`src/rtl/fifo_drain_ctrl.sv`:
```
// fifo_drain_ctrl: pops a registered-output FIFO into a 3-entry skid buffer and presents words downstream.
// Latency: first word out_valid 2 cycles after the first fifo_rd_en; 1 word/cycle sustained once primed.
// Backpressure: pops are issued only while buffered plus in-flight words stay below 3, never from out_ready.
//
// Ports: clk, rst_n (async active-low); drain_en starts/stops popping; fifo_empty/fifo_data_out/
// fifo_underflow/fifo_rd_en talk to the FIFO; out_data/out_valid/out_ready form the downstream
// handshake; busy is high outside IDLE; err_underflow is sticky, cleared by err_clr.
// Optional macro FIFO_DRAIN_STATS_EN adds words_out, a saturating 16-bit transfer counter.
module fifo_drain_ctrl #(
  parameter int FIFO_WIDTH = 16,
  parameter int BUF_DEPTH  = 3
) (
  input  logic                  clk,
  input  logic                  rst_n,
  input  logic                  drain_en,
  input  logic                  fifo_empty,
  input  logic [FIFO_WIDTH-1:0] fifo_data_out,
  input  logic                  fifo_underflow,
  output logic                  fifo_rd_en,
  output logic [FIFO_WIDTH-1:0] out_data,
  output logic                  out_valid,
  input  logic                  out_ready,
  output logic                  busy,
  output logic                  err_underflow,
  input  logic                  err_clr
`ifdef FIFO_DRAIN_STATS_EN
  ,
  output logic [15:0]           words_out
`endif
);

  typedef enum logic [1:0] {
    IDLE     = 2'd0,
    ACTIVE   = 2'd1,
    STOPPING = 2'd2
  } state_t;

  state_t state, state_nxt;

  logic [1:0] occ, occ_nxt;      // buffered words, 0..3
  logic       infl;              // a pop was issued last cycle, its data arrives now
  logic [2:0] pending;
  logic       push, xfer;
  logic [1:0] wr_idx;

  // Entry 0 is always the head; a transfer shifts the buffer down by one.
  logic [FIFO_WIDTH-1:0] mem     [BUF_DEPTH];
  logic [FIFO_WIDTH-1:0] mem_nxt [BUF_DEPTH];

  assign pending   = {1'b0, occ} + {2'b00, infl};
  assign push      = infl && !fifo_underflow;
  assign out_valid = (occ != 2'd0);
  assign xfer      = out_valid && out_ready;
  assign out_data  = mem[0];
  assign busy      = (state != IDLE);

  // Counting in-flight pops against the buffer keeps the returning word guaranteed a slot,
  // so the pop decision never has to look at out_ready.
  assign fifo_rd_en = rst_n && drain_en && !fifo_empty && (pending < 3'd3) && (state != STOPPING);

  // With a simultaneous transfer the tail slot moves down one place before the write lands.
  assign wr_idx = xfer ? (occ - 2'd1) : occ;

  always_comb begin
    mem_nxt = mem;
    if (xfer) begin
      for (int i = 0; i < BUF_DEPTH - 1; i++) begin
        mem_nxt[i] = mem[i+1];
      end
      mem_nxt[BUF_DEPTH-1] = '0;
    end
    if (push && (wr_idx < 2'(BUF_DEPTH))) begin
      mem_nxt[wr_idx] = fifo_data_out;
    end
  end

  always_comb begin
    occ_nxt = occ;
    case ({push, xfer})
      2'b10:   occ_nxt = occ + 2'd1;
      2'b01:   occ_nxt = occ - 2'd1;
      default: occ_nxt = occ;
    endcase
  end

  always_comb begin
    state_nxt = state;
    case (state)
      IDLE: begin
        if (drain_en) state_nxt = ACTIVE;
      end
      ACTIVE: begin
        if (!drain_en) begin
          if ((occ != 2'd0) || infl) state_nxt = STOPPING;
          else                       state_nxt = IDLE;
        end
      end
      STOPPING: begin
        // drain_en is deliberately ignored here; only an empty pipeline ends the drain.
        if ((occ == 2'd0) && !infl) state_nxt = IDLE;
      end
      default: state_nxt = IDLE;
    endcase
  end

  always_ff @(posedge clk or negedge rst_n) begin
    if (!rst_n) begin
      state <= IDLE;
      occ   <= 2'd0;
      infl  <= 1'b0;
      mem   <= '{default: '0};
    end else begin
      state <= state_nxt;
      occ   <= occ_nxt;
      infl  <= fifo_rd_en;
      mem   <= mem_nxt;
    end
  end

  // A new underflow wins over a same-cycle clear so the event is never lost.
  always_ff @(posedge clk or negedge rst_n) begin
    if (!rst_n) begin
      err_underflow <= 1'b0;
    end else if (infl && fifo_underflow) begin
      err_underflow <= 1'b1;
    end else if (err_clr) begin
      err_underflow <= 1'b0;
    end
  end

`ifdef FIFO_DRAIN_STATS_EN
  logic [15:0] words_cnt;

  always_ff @(posedge clk or negedge rst_n) begin
    if (!rst_n) begin
      words_cnt <= 16'd0;
    end else if (err_clr) begin
      words_cnt <= 16'd0;
    end else if (xfer && (words_cnt != 16'hFFFF)) begin
      words_cnt <= words_cnt + 16'd1;
    end
  end

  assign words_out = words_cnt;
`endif

endmodule

```
`config.mk`:
```
export PLATFORM = sky130hd
export DESIGN_NAME = fifo_drain_ctrl
export DESIGN_NICKNAME = d
export VERILOG_FILES = /design/src/rtl/fifo_drain_ctrl.sv
export SDC_FILE = /design/constraint.sdc
export NUM_CORES = 1
export LEC_CHECK = 0
export CORE_UTILIZATION = 30
export CTS_BUF_LIST = sky130_fd_sc_hd__clkbuf_2 sky130_fd_sc_hd__clkbuf_4 sky130_fd_sc_hd__clkbuf_8
export CTS_CLUSTER_DIAMETER = 120
export DETAILED_ROUTE_END_ITERATION = 8
export PLACE_DENSITY_LB_ADDON = 0.25
export SLEW_MARGIN = 20
export SYNTH_ARGS = -nofsm -noshare
export SYNTH_HDL_FRONTEND = slang
export SYNTH_SLANG_ARGS = --single-unit
```
`constraint.sdc`:
```
create_clock -name clk -period 4.3 [get_ports clk]
set_clock_uncertainty 0.05 [all_clocks]
set_input_delay 0.43 -clock clk [delete_from_list [all_inputs] [get_ports clk]]
set_output_delay 0.43 -clock clk [all_outputs]
set_load 0.03 [all_outputs]
```
==> flow_metrics.py <==
metrics = {
    "die": {
        "fp.dieH_um": 97.9,
        "ioPinCount": 43,
        "initial_utilization_pct": 31.3,
        "rows": 34,
        "die_area_um2": 9580,
        "coreArea_um2": 8810,
        "dieWidth_um": 97.9,
    },
    "setup_path": {
        "ff2ff_path_depth": 7,
        "regToRegEndpoint": "mem[21]",
        "path_class": "register to primary output",
        "path_depth": 6,
        "cp.arrival_ns": 2.36,
        "path_cells": "ha_1, ha_1, nor2_1, nand3_1, a211oi_1, clkdlybuf4s50_1",
        "worstSetupStartpointType": "register",
        "startpoint": "occ[0]",
        "cp_slowest_cell": "clkdlybuf4s50_1",
        "slowest_delay_ns": 0.72,
        "r2r_start": "occ[0]",
        "critPathCapture": "fifo_rd_en",
        "path_common_cell": "ha_1",
        "cp_top_family": "buffers and inverters",
        "critPathRequiredTime_ns": 3.82,
        "critical_path_buf_inv_count": 1,
        "endpoint_kind": "primary output",
        "r2r_slack_ns": 1.48,
        "cp_max_fo": 6,
    },
    "drt": {
        "vias_per_cell": 4.42,
        "post_drt_wl_per_cell_um": 13.4,
        "dr.pass1.iters": 6,
        "antenna_left": 0,
        "drt_iter0_drc": 47,
        "route.detailed.drc": 3,
        "routed_wirelength_um": 4820,
        "via_count": 1590,
    },
    "clock_tree": {
        "clkLatencyLatePin_ns": 0.31,
        "postCtsHoldBufs": 0,
        "cts_buffers": 5,
        "cts_max_path_buffers": 2,
        "clkSlewWorstSetupHoldPaths_ns": 0.10,
        "clock_sinks": 54,
        "root_buffer": "clkbuf_8",
        "postCtsSetupRepairBufs": 0,
        "cts_resized": 0,
        "htree_levels": 2,
        "cts_tree": "done",
    },
    "final_layout": {
        "fin_nets": 278,
        "diodes": 0,
        "fin_cells": 360,
        "nFillCells": 882,
        "drive_gt1_share_pct": 8.73,
        "design_area_um2": 3200,
        "areaGrowthSynthToFinish_pct": 16.2,
    },
    "placed_design": {
        "place_congestion": 0.708,
        "hpwl_um": 3100,
        "dp_cells": 352,
        "numPortBuffers": 42,
        "placed_area_um2": 3110,
    },
    "global_routing": {
        "grt_usage_pct": 11.3,
        "antenna_found_initial": 0,
        "grt_max_degree": 55,
        "grt-ovfl-total": 0,
        "grt_first_pass_wirelength_um": 8600,
        "grt_pass1_vias": 1772,
    },
    "synthesis": {
        "synth.distinct_cells": 27,
        "ys_ff_latch": 54,
        "syn_inst": 225,
        "ys_seq_area_share_pct": 49.0,
        "avgSynthCellArea_um2": 12.3,
        "netlist_area_um2": 2760,
        "yosysTopAreaCellShare_pct": 49.0,
        "synth_nets": 252,
        "yosysWarnings": 0,
        "yosys.area.top_type": "dfrtp_1",
        "synthTopCellsByArea": "dfrtp_1 49%, mux2i_1 29%, buf_4 4.4%, inv_1 2.6%, nand2_1 2.5%",
    },
    "timing": {
        "final_hold_viol_count": 0,
        "worstMarginPinSlew_ns": 0.757,
        "setup_viol_count_final": 0,
        "fin_crit_sh_pct": 66.0,
        "max_slew_margin_pct": 49.4,
        "setup_tns_ns": 0,
        "maxSlewViolCount": 0,
        "period_minus_slack_ns": 2.84,
        "fmax_mhz": 353,
        "grt_setup_unrepaired": "false",
    },
    "hold_path": {
        "worstHoldPathType": "input pin to async pin",
    },
    "run": {
        "drv_cap": 0,
    },
    "power": {
        "p_leak_nw": 1.86,
        "power_density_nw_per_um2": 490,
        "ir_worst_vdd_uv": 172,
    },
    "outcome": {
        "violations": "design-rule violations",
        "run_status": "complete, but fails checks",
    },
}
[cells by family after synthesis]
kind of cell    synth area share (%)
mux                             29.0
fa+ha+maj                       1.81
buf+inv                         10.4
compound gates                  2.72
xor+xnor                       0.635
flops                           49.0
simple gates                    6.40
[cell usage after synthesis]
master    number
nor2_1         1
inv_4          1
clkbuf_1       1
or2_2          1
nor3_1         2
inv_1         19
buf_12         2
and2b_1        1
nor3b_1        1
nand2_1       18
nand3_1        1
mux2i_1       80
nor2b_1        2
ha_1           4
o21ai_0        2
nor3_2         2
buf_6          2
inv_2          2
a211oi_1       1
buf_4         16
xnor2_1        2
dfrtp_1       54
buf_2          3
and3_4         2
o21ai_4        3
o22a_1         1
nand2b_4       1
[final cells by class]
type | count | area [um^2] | area share, %
Sequential cell | 54 | 1350 | 42.2
Multi-Input combinational cell | 125 | 1120 | 34.9
Timing Repair Buffer | 43 | 423 | 13.2
Tap cell | 108 | 135 | 4.22
Inverter | 22 | 85.1 | 2.66
Clock buffer | 5 | 68.8 | 2.15
Clock inverter | 3 | 21.3 | 0.664
[flip-flops by register name (all words and copies together) (netlist names)]
name           flops
mem               32
err_underflow      1
occ                2
out_data          16
state              2
infl               1
[through the flow]
stage / worst slack, ns / power (mW) / util, % / hold WS (ns)
after global routing: 1.23 / 1.68 / 36.4 / 0.317
final: 1.46 / 1.57 / 36.4 / 0.231
after detailed placement: 1.37 / 1.31 / 35.4 / 0.405
after CTS: 1.43 / 1.60 / 36.4 / 0.271
after global placement: 1.39 / 1.30 / 35.4 / 0.408
after floorplan: 2.05 / 1.17 / - / 0.0844
[worst register-to-register path: cells and delay by family (launching register included)]
family / cells / cell delay [ns]
AO/OA/AOI/OAI: 1 / 0.61
adder cells (fa/ha/maj): 1 / 0.18
buffers and inverters: 2 / 0.32
flip-flops: 1 / 0.48
multiplexers: 1 / 0.29
AND/OR/NAND/NOR: 2 / 0.84
[how the worst min path moves through the flow]
stage / to / slack, ns / depth (start not counted) / start
2_1_floorplan: err_underflow / 0.08 / 0 / rst_n
3_3_place_gp: state[0] / 0.41 / 1 / state[1]
3_5_place_dp: state[0] / 0.41 / 1 / state[1]
4_1_cts: out_data[1] / 0.27 / 2 / rst_n
5_1_grt: mem[15] / 0.32 / 2 / rst_n
6_report: mem[12] / 0.23 / 2 / rst_n
[layer usage]
metal / track usage (%) / wire (um) / vias up / share of wire (%)
met5: 0 / 0 / - / 0
met3: 2.65 / 193 / 5 / 4.0
li1: - / - / 785 / -
met2: 17.6 / 2110 / 29 / 44
met1: 15.2 / 2440 / 771 / 51
met4: 4.20 / 78 / 0 / 1.6
[where the power goes]
| part | internal [mW] | total (mW) | leakage, nW | switching, mW |
|---|---|---|---|---|
| registers | 0.605 | 0.673 | 0.742 | 0.0683 |
| clock network | 0.115 | 0.287 | 0.0441 | 0.172 |
| logic | 0.274 | 0.611 | 1.07 | 0.336 |
[cells in the final DEF (no fill, tap or decap), types with 3 or more instances in the layout]
master / count
mux2i_1: 80
inv_1: 19
o21ai_4: 3
dfrtp_1: 54
clkdlybuf4s50_1: 41
clkbuf_8: 5
ha_1: 4
nand2_1: 18
Power figures use the tool's default switching activity.
